**src/rtl/sim_ctrl.sv**
```systemverilog
// rtl/sim_ctrl.sv - memory-mapped simulation-control peripheral (tohost, watchdog, cycle counter, signatures)
//
// Purpose: gives firmware an end-of-test mechanism. A TOHOST write of 1 means
// pass; any other odd value means fail, with the code in value>>1. A watchdog
// ends a hung test with TIMEOUT, and a free-running 64-bit cycle counter is
// exposed both as a port and as registers.
//
// Optional feature macro: SIM_CTRL_SIG_FIFO_EN (signature FIFO plus the
// SIG_PUSH/SIG_POP/SIG_STAT registers). When it is undefined those registers
// read 0 and ignore writes.
//
// Ports:
//   clk_i, rst_n_i              clock, asynchronous active-low reset
//   req_valid_i/req_ready_o     bus request handshake; ready is always 1
//   req_we_i, req_addr_i        write enable, byte address
//   req_wdata_i                 write data
//   rsp_valid_o, rsp_rdata_o    one-cycle response strobe and read data
//   done_o/pass_o/fail_o        end-of-test status
//   timeout_o                   watchdog expired
//   fail_code_o                 failing TOHOST value >> 1
//   cycle_count_o               cycles spent in RUN since reset release
module sim_ctrl #(
  parameter int                ADDR_W         = 32,
  parameter logic [ADDR_W-1:0] BASE_ADDR      = 32'h1000_0000,
  parameter int                DATA_W         = 32,
  parameter int                SIG_DEPTH      = 16,
  parameter int                TIMEOUT_CYCLES = 100000
) (
  input  logic              clk_i,
  input  logic              rst_n_i,
  input  logic              req_valid_i,
  output logic              req_ready_o,
  input  logic              req_we_i,
  input  logic [ADDR_W-1:0] req_addr_i,
  input  logic [DATA_W-1:0] req_wdata_i,
  output logic              rsp_valid_o,
  output logic [DATA_W-1:0] rsp_rdata_o,
  output logic              done_o,
  output logic              pass_o,
  output logic              fail_o,
  output logic              timeout_o,
  output logic [DATA_W-1:0] fail_code_o,
  output logic [63:0]       cycle_count_o
);

  localparam logic [31:0] LP_TMO = 32'(TIMEOUT_CYCLES);
  // A kick also counts as this cycle's decrement, so the timeout lands exactly
  // TIMEOUT_CYCLES cycles after the cycle that issued the kick.
  localparam logic [31:0] LP_RELOAD = (LP_TMO == 32'd0) ? 32'd0 : LP_TMO - 32'd1;

  typedef enum logic [1:0] {S_RUN, S_PASS, S_FAIL, S_TIMEOUT} state_t;

  state_t            r_state;
  logic              r_done, r_pass, r_fail, r_timeout;
  logic [DATA_W-1:0] r_tohost;
  logic [DATA_W-1:0] r_fail_code;
  logic [31:0]       r_wdog;
  logic [63:0]       r_cycle;
  logic              r_rsp_valid;
  logic [DATA_W-1:0] r_rsp_rdata;

  logic              w_hit;
  logic [2:0]        w_off;
  logic              w_wr;
  logic              w_rd;
  logic              w_tohost_wr;
  logic              w_kick;
  logic [DATA_W-1:0] w_rdata;
  logic              w_unused;

  assign w_hit       = req_valid_i && (req_addr_i[ADDR_W-1:5] == BASE_ADDR[ADDR_W-1:5]);
  assign w_off       = req_addr_i[4:2];
  assign w_wr        = w_hit && req_we_i;
  assign w_rd        = w_hit && !req_we_i;
  assign w_tohost_wr = w_wr && (w_off == 3'd0);
  assign w_kick      = w_wr && (w_off == 3'd6);
  assign w_unused    = &{1'b0, req_addr_i[1:0]};

`ifdef SIM_CTRL_SIG_FIFO_EN
  localparam int AW = (SIG_DEPTH > 1) ? $clog2(SIG_DEPTH) : 1;

  logic [DATA_W-1:0] r_sig_mem [SIG_DEPTH];
  logic [AW-1:0]     r_wr_ptr, r_rd_ptr;
  logic [AW:0]       r_sig_cnt;
  logic              r_ovf;
  logic              w_push, w_pop, w_full;

  assign w_full = (r_sig_cnt == (AW+1)'(SIG_DEPTH));
  assign w_push = w_wr && (w_off == 3'd3);
  // Popping an empty FIFO is a plain read of 0 and leaves the pointers alone.
  assign w_pop  = w_rd && (w_off == 3'd4) && (r_sig_cnt != '0);

  always_ff @(posedge clk_i) begin
    if (w_push && !w_full) r_sig_mem[r_wr_ptr] <= req_wdata_i;
  end

  always_ff @(posedge clk_i or negedge rst_n_i) begin
    if (!rst_n_i) begin
      r_wr_ptr  <= '0;
      r_rd_ptr  <= '0;
      r_sig_cnt <= '0;
      r_ovf     <= 1'b0;
    end else begin
      if (w_push && !w_full) begin
        r_wr_ptr  <= r_wr_ptr + 1'b1;
        r_sig_cnt <= r_sig_cnt + 1'b1;
      end
      if (w_push && w_full) r_ovf <= 1'b1;
      if (w_pop) begin
        r_rd_ptr  <= r_rd_ptr + 1'b1;
        r_sig_cnt <= r_sig_cnt - 1'b1;
      end
    end
  end
`endif

  // Read data reflects register state before this request's own update, so a
  // SIG_POP returns the pre-pop head.
  always_comb begin
    w_rdata = '0;
    if (w_rd) begin
      case (w_off)
        3'd0: w_rdata = r_tohost;
        3'd1: w_rdata = DATA_W'(r_cycle[31:0]);
        3'd2: w_rdata = DATA_W'(r_cycle[63:32]);
`ifdef SIM_CTRL_SIG_FIFO_EN
        3'd4: w_rdata = (r_sig_cnt != '0) ? r_sig_mem[r_rd_ptr] : '0;
        3'd5: begin
          w_rdata[AW:0]     = r_sig_cnt;
          w_rdata[DATA_W-1] = r_ovf;
        end
`endif
        default: w_rdata = '0;
      endcase
    end
  end

  always_ff @(posedge clk_i or negedge rst_n_i) begin
    if (!rst_n_i) begin
      r_rsp_valid <= 1'b0;
      r_rsp_rdata <= '0;
    end else begin
      r_rsp_valid <= req_valid_i;
      r_rsp_rdata <= w_rdata;
    end
  end

  always_ff @(posedge clk_i or negedge rst_n_i) begin
    if (!rst_n_i) begin
      r_state     <= S_RUN;
      r_done      <= 1'b0;
      r_pass      <= 1'b0;
      r_fail      <= 1'b0;
      r_timeout   <= 1'b0;
      r_tohost    <= '0;
      r_fail_code <= '0;
      r_wdog      <= LP_TMO;
      r_cycle     <= 64'd0;
    end else begin
      case (r_state)
        S_RUN: begin
          r_cycle <= r_cycle + 64'd1;
          if (w_tohost_wr) r_tohost <= req_wdata_i;
          // Finishing write first, then kick, then expiry: a finishing write
          // or a kick in the expiry cycle wins over the timeout.
          if (w_tohost_wr && (req_wdata_i == DATA_W'(1))) begin
            r_state <= S_PASS;
            r_done  <= 1'b1;
            r_pass  <= 1'b1;
          end else if (w_tohost_wr && req_wdata_i[0]) begin
            r_state     <= S_FAIL;
            r_done      <= 1'b1;
            r_fail      <= 1'b1;
            r_fail_code <= req_wdata_i >> 1;
          end else if (w_kick) begin
            r_wdog <= LP_RELOAD;
          end else if (LP_TMO != 32'd0) begin
            // The count reaches 0 at this edge, so TIMEOUT shows next cycle.
            if (r_wdog <= 32'd1) begin
              r_state   <= S_TIMEOUT;
              r_done    <= 1'b1;
              r_timeout <= 1'b1;
            end
            r_wdog <= (r_wdog == 32'd0) ? 32'd0 : r_wdog - 32'd1;
          end
        end
        default: begin
          // Terminal states hold until reset.
        end
      endcase
    end
  end

  assign req_ready_o   = 1'b1;
  assign rsp_valid_o   = r_rsp_valid;
  assign rsp_rdata_o   = r_rsp_rdata;
  assign done_o        = r_done;
  assign pass_o        = r_pass;
  assign fail_o        = r_fail;
  assign timeout_o     = r_timeout;
  assign fail_code_o   = r_fail_code;
  assign cycle_count_o = r_cycle;

endmodule

```
**config.mk**
```make
export PLATFORM = sky130hd
export DESIGN_NAME = sim_ctrl
export DESIGN_NICKNAME = d
export VERILOG_FILES = /design/src/rtl/sim_ctrl.sv
export SDC_FILE = /design/constraint.sdc
export NUM_CORES = 1
export LEC_CHECK = 0
export ABC_AREA = 1
export BUFFER_PORTS_ARGS = -buffer_cell sky130_fd_sc_hd__buf_4
export CELL_PAD_IN_SITES_DETAIL_PLACEMENT = 2
export CELL_PAD_IN_SITES_GLOBAL_PLACEMENT = 2
export CORE_MARGIN = 4
export CORE_UTILIZATION = 23
export CTS_CLUSTER_SIZE = 20
export DETAILED_ROUTE_END_ITERATION = 10
export PLACE_DENSITY_LB_ADDON = 0.15
export SLEW_MARGIN = 20
export SYNTH_ARGS = -nofsm -noshare
export SYNTH_HDL_FRONTEND = slang
export SYNTH_SLANG_ARGS = --single-unit
export TNS_END_PERCENT = 30
```
**constraint.sdc**
```tcl
create_clock -name clk_i -period 2.2 [get_ports clk_i]
set_clock_uncertainty 0.2 [all_clocks]
set_input_delay 0.44 -clock clk_i [delete_from_list [all_inputs] [get_ports clk_i]]
set_output_delay 0.44 -clock clk_i [all_outputs]
set_load 0.01 [all_outputs]
```
---- Word level (Yosys, flattened, before mapping) ----
Cells that the tools add are included.
word-level totals
  output and inout port bits .............. 134
  register bits ........................... 198
operators by class
  bitwise logic cells ..................... 3
  reductions and logical operators ........ 18
  multiplexer cells ....................... 12
  $add $sub $neg .......................... 2
  $lt $le $gt $ge ......................... 1
  equality and inequality tests ........... 6
operators by type and width
  operator                                                                 number
  32-bit 2-to-1 mux                                                        3
  32-bit one-hot mux with 3 select lines                                   1
  64-bit by 1-bit adder with 64-bit output (second input constant)         1
  32-bit by 1-bit == test with 1-bit output (second input constant)        1
  32-bit by 1-bit <= comparator with 1-bit output (second input constant)  1
  32-bit zero test                                                         1
  32-bit by 1-bit subtractor with 32-bit output (second input constant)    1
  27-bit by 24-bit == test with 1-bit output (second input constant)       1
  3-bit AND reduction                                                      3
  2-bit 2-to-1 mux                                                         4
  1-bit logical AND                                                        7
  5-bit AND reduction                                                      1
  1-bit 2-to-1 mux                                                         4
  2-bit AND reduction                                                      2
  3-bit by 1-bit == test with 1-bit output (second input constant)         1
  3-bit by 2-bit == test with 1-bit output (second input constant)         1
  3-bit == test (second input constant)                                    1
  3-bit zero test                                                          1
  3-bit by 1-bit != test with 1-bit output (second input constant)         1
  1-bit NOT                                                                3
  3-bit nonzero test                                                       1
  2-bit zero test                                                          1
  1-bit zero test                                                          1

---- Depth between registers and ports, before layout ----
  depth in word-level cells ............... 7
  mapped depth ............................ 12
  mapped depth without buffers ............ 12

---- Worst setup path before layout ----
OpenSTA, ideal clock, no wires.
  path type ............................... register to register
  start point ............................. register r_cycle[0], in the netlist cycle_count_o[0]
  end point ............................... register r_cycle[42], in the netlist cycle_count_o[42]
  setup slack ............................. 0.241 ns
  arrival time ............................ 1.636 ns
  cell stages (with the launch flop) ...... 9
  clock period less this slack ............ 1.959 ns
  path through ............................ dfrtp_1 > ha_1 > nand3_2 > nor2_4 > nand2_4 > nor2_2 > nand4_2 > o21ai_0 > nand2_1
between the ends
  longest elaborated chain between the ends .. 1
ends and longest elaborated chain
  item                                      line  text
  start, declared                           58    logic [63:0] r_cycle;
  start signal, assigned                    162   r_cycle <= r_cycle + 64'd1;
  64-bit by 1-bit adder with 64-bit output  162
No other way between the ends.
A chain may end at the register's enable or synchronous reset.

---- Worst setup path after layout ----
  start point ............................. input req_valid_i
  end point ............................... register r_rsp_rdata[28], in the netlist rsp_rdata_o[28]
between the ends
  longest elaborated chain between the ends .. 3
ends and longest elaborated chain
  item                  line  text
  start, declared       31    input logic req_valid_i,
  1-bit logical AND     71    assign w_hit = req_valid_i && (req_addr_i[ADDR_W-1:5] == BASE_ADDR[ADDR_W-1:5]);
  1-bit logical AND     74    assign w_rd = w_hit && !req_we_i;
  32-bit 2-to-1 mux     121   if (w_rd) begin
  net w_rdata[28]       68    logic [DATA_W-1:0] w_rdata;
  end signal, assigned  144   r_rsp_rdata <= w_rdata;
  end, declared         60    logic [DATA_W-1:0] r_rsp_rdata;
The timed path passes the listed nets, and every way through them passes these cells.

==> flow_summary.yaml <==
outcome:
  outcome: "finished clean"
global_routing:
  grt_pass1_wl_um: 76340
  track_usage_pct: 20.07
  antenna_found_initial: 0
  grt_start_max_net_pins: 64
  grt.overflow.total: 0
  grt_pass1_vias: 12472
timing:
  slew_violations: 0
  holdWs_ns: 0.03825
  max_freq_ghz: 0.4764
  hold_viol_final: 0
  rsz0062_at_grt: "true"
  period_minus_slack_ns: 2.099
  final.period_utilization_pct: 95.40
  setup_viol: 0
clock_network:
  clk_latency_ns: 0.51
  cts_max_level: 4
  cts_max_path_buffers: 2
  path_clk_slew_ns: 0.09
  root_buffer: "clkbuf_16"
  cts_buffers: 17
  cts_tree: "built"
  cts.sinks: 198
route:
  viasPerCell: 4.562
  wl_met3_um: 1555
  post-route-drc-count: 0
  topRoutingLayerUsed: "met4"
  first_iter_violations: 460
  wl_per_cell_um: 20.31
  wl_met2_um: 25190
  via_count: 11264
  drt-met1-wl_um: 22410
  ant_nets: 0
  drt_pass1_iterations: 4
  drt-total-wl_um: 50140
worst_setup_path:
  timing.rr.start: "r_state[0]$_DFFE_PN0P_"
  timing.reg2reg.worst_path_depth: 9
  cp_slowest_stage_delay_ns: 0.54
  startpoint_type: "primary input"
  worst_ep_arrival_time_ns: 2.31
  path_class: "in -> reg"
  reg2reg_slack_ns: 0.11
  r2r-end: "cycle_count_o[36]$_DFFE_PN0P_"
  slowest_stage: "dlygate4sd3_1"
  crit_path_end: "rsp_rdata_o[28]$_DFF_PN0_"
  crit_top_cell: "buf_4"
  crit_chain: "dlygate4sd3_1, buf_4, nand2_1, nor2_1, nand3_1, nor2_4, buf_4, o211ai_1, buf_12, a31oi_1"
  critPathLaunch: "req_valid_i"
  worstSetupEndpointType: "register"
  cp_data_required_time_ns: 2.41
  path_max_fanout: 32
floorplan:
  io_pins: 202
  rows: 79
  dieWidth_um: 224.9
  die_y_um: 224.9
  die_area_um2: 50600
  core-area_um2: 46560
  initial_core_util_pct: 23.25
finish:
  final_util_pct: 33.15
  antenna_cells: 0
  final_common_cell: "nand2_1"
  drive_gt1_share_pct: 26.58
  syn_to_final_growth_pct: 42.60
  mostFrequentLayoutCells: "529 x nand2_1, 360 x buf_4, 182 x dfrtp_1, 179 x nor2_1, 138 x inv_1"
  nets: 1921
placement:
  dp_hpwl_um: 39980
  place.gp.congestion: 0.8560
  port-buffer-count: 197
synthesis:
  ys_types: 39
  synthTopCellsByArea: "dfrtp_1 44%, nand2_1 18%, nor2_1 6.6%"
  synth.top_cell.area_share_pct: 44.39
  synth_fp_nets: 1536
  yosysWarnings: 0
  syn_inst: 1464
  avgSynthCellArea_um2: 7.394
  synth_seq_cells: 198
  netlist_area_um2: 10820
  synth_top_cell_by_area: "dfrtp_1"
  ys_seq_area_share_pct: 45.84
min_path:
  min_path_type: "in -> reg"
job:
  max_cap_viol_count: 0
power:
  peakVddDrop_uv: 500.5
  p_per_area_nw_per_um2: 484.1
  power.leakage_nw: 8.029
==> Yosys cell counts <==
master and number:
nand2_4 4, nand4_2 2, nand3b_1 1, dfstp_2 6
nand2_1 529, o211ai_1 1, dfrtp_1 192, nor3_4 2
nand4_1 32, xnor2_1 25, nor2_8 2, inv_1 138
nand3_2 9, nor2_2 7, a21oi_1 1, and3_1 1
buf_4 8, o2111ai_1 1, nor2_4 6, nor3_2 3
ha_1 4, a21o_1 1, conb_1 2, nand3_4 2
xor2_1 41, clkbuf_1 19, inv_2 6, nor3_1 29
buf_2 13, nor2_1 190, o21ai_1 29, o21ai_0 30
nor4_1 1, nand2_2 8, a31oi_1 33, buf_1 1
clkinv_1 1, o21bai_1 3, nand3_1 81
==> final cells by class <==
class | instances | area, µm²
Tap cell | 607 | 759.5
Clock inverter | 15 | 207.7
Inverter | 145 | 544.3
Clock buffer | 17 | 425.4
Fill cell | 5462 | 31120
Multi-Input combinational cell | 1080 | 5234
Sequential cell | 198 | 4975
Timing Repair Buffer | 407 | 3289
==> layer usage <==
| layer | track usage (%) | up-vias |
|---|---|---|
| li1 | - | 5367 |
| met3 | 3.139 | 38 |
| met4 | 6.107 | 0 |
| met1 | 25.67 | 5701 |
| met2 | 34.99 | 158 |
| met5 | 0 | - |
==> through the flow <==
step	std cells	setup slack, ns	instance area, µm²	power [mW]	setup TNS [ns]
after floorplan	1464	0.2410	10820	3.774	0
after global placement	2401	0.008364	14330	4.024	0
after detailed placement	2401	-0.02818	14330	4.031	-0.2743
after CTS	2466	0.008273	15300	7.619	0
after global routing	2469	-0.03479	15430	7.764	-0.08385
final	2469	0.1011	15430	7.472	0
==> power breakdown <==
group          switching [mW]  internal, mW
logic                   0.206         0.155
clock network            1.82          1.66
registers            0.000264          3.64
==> cells by family after synthesis <==
logic type / synth area share (%)
AO/OA/AOI/OAI: 5.109
XOR/XNOR: 5.340
adder cells (fa/ha/maj): 0.4624
buffers and inverters: 6.878
flip-flops: 45.84
other: 0.06938
AND/OR/NAND/NOR: 36.30
==> worst max-delay path, delay by kind of cell <==
kind                   cells  cell delay (ns)
buffers and inverters      4             1.03
and+or+nand+nor            4             0.45
AOI/OAI and AO/OA          2             0.37
==> repair_timing <==
item / in CTS / in global routing
endpoints found under the setup margin: 2 / 76
gates resized for setup: 2 / 35
pin swaps: 0 / 4
endpoints found under the hold margin: 77 / 0
hold buffers: 33 / 0
buffers inserted: 0 / 3
==> sequential cells by signal, indices dropped and copies added (netlist names) <==
register	count
cycle_count_o	64
done_o	1
fail_code_o	31
fail_o	1
pass_o	1
r_state	2
r_tohost	32
r_wdog	32
rsp_rdata_o	32
rsp_valid_o	1
timeout_o	1
==> worst min path at each step <==
stage                                   end  slack, ns            start  cells after the start
5_1_grt            r_tohost[30]$_DFFE_PN0P_       0.03  req_wdata_i[30]                      3
6_report           r_tohost[30]$_DFFE_PN0P_       0.04  req_wdata_i[30]                      3
3_3_place_gp          rsp_valid_o$_DFF_PN0_       0.21          rst_n_i                      1
2_1_floorplan  cycle_count_o[0]$_DFFE_PN0P_      -0.06          rst_n_i                      0
4_1_cts            r_tohost[30]$_DFFE_PN0P_      0.005  req_wdata_i[30]                      3
3_5_place_dp          rsp_valid_o$_DFF_PN0_       0.21          rst_n_i                      1
(Power assumes the default switching activity.)
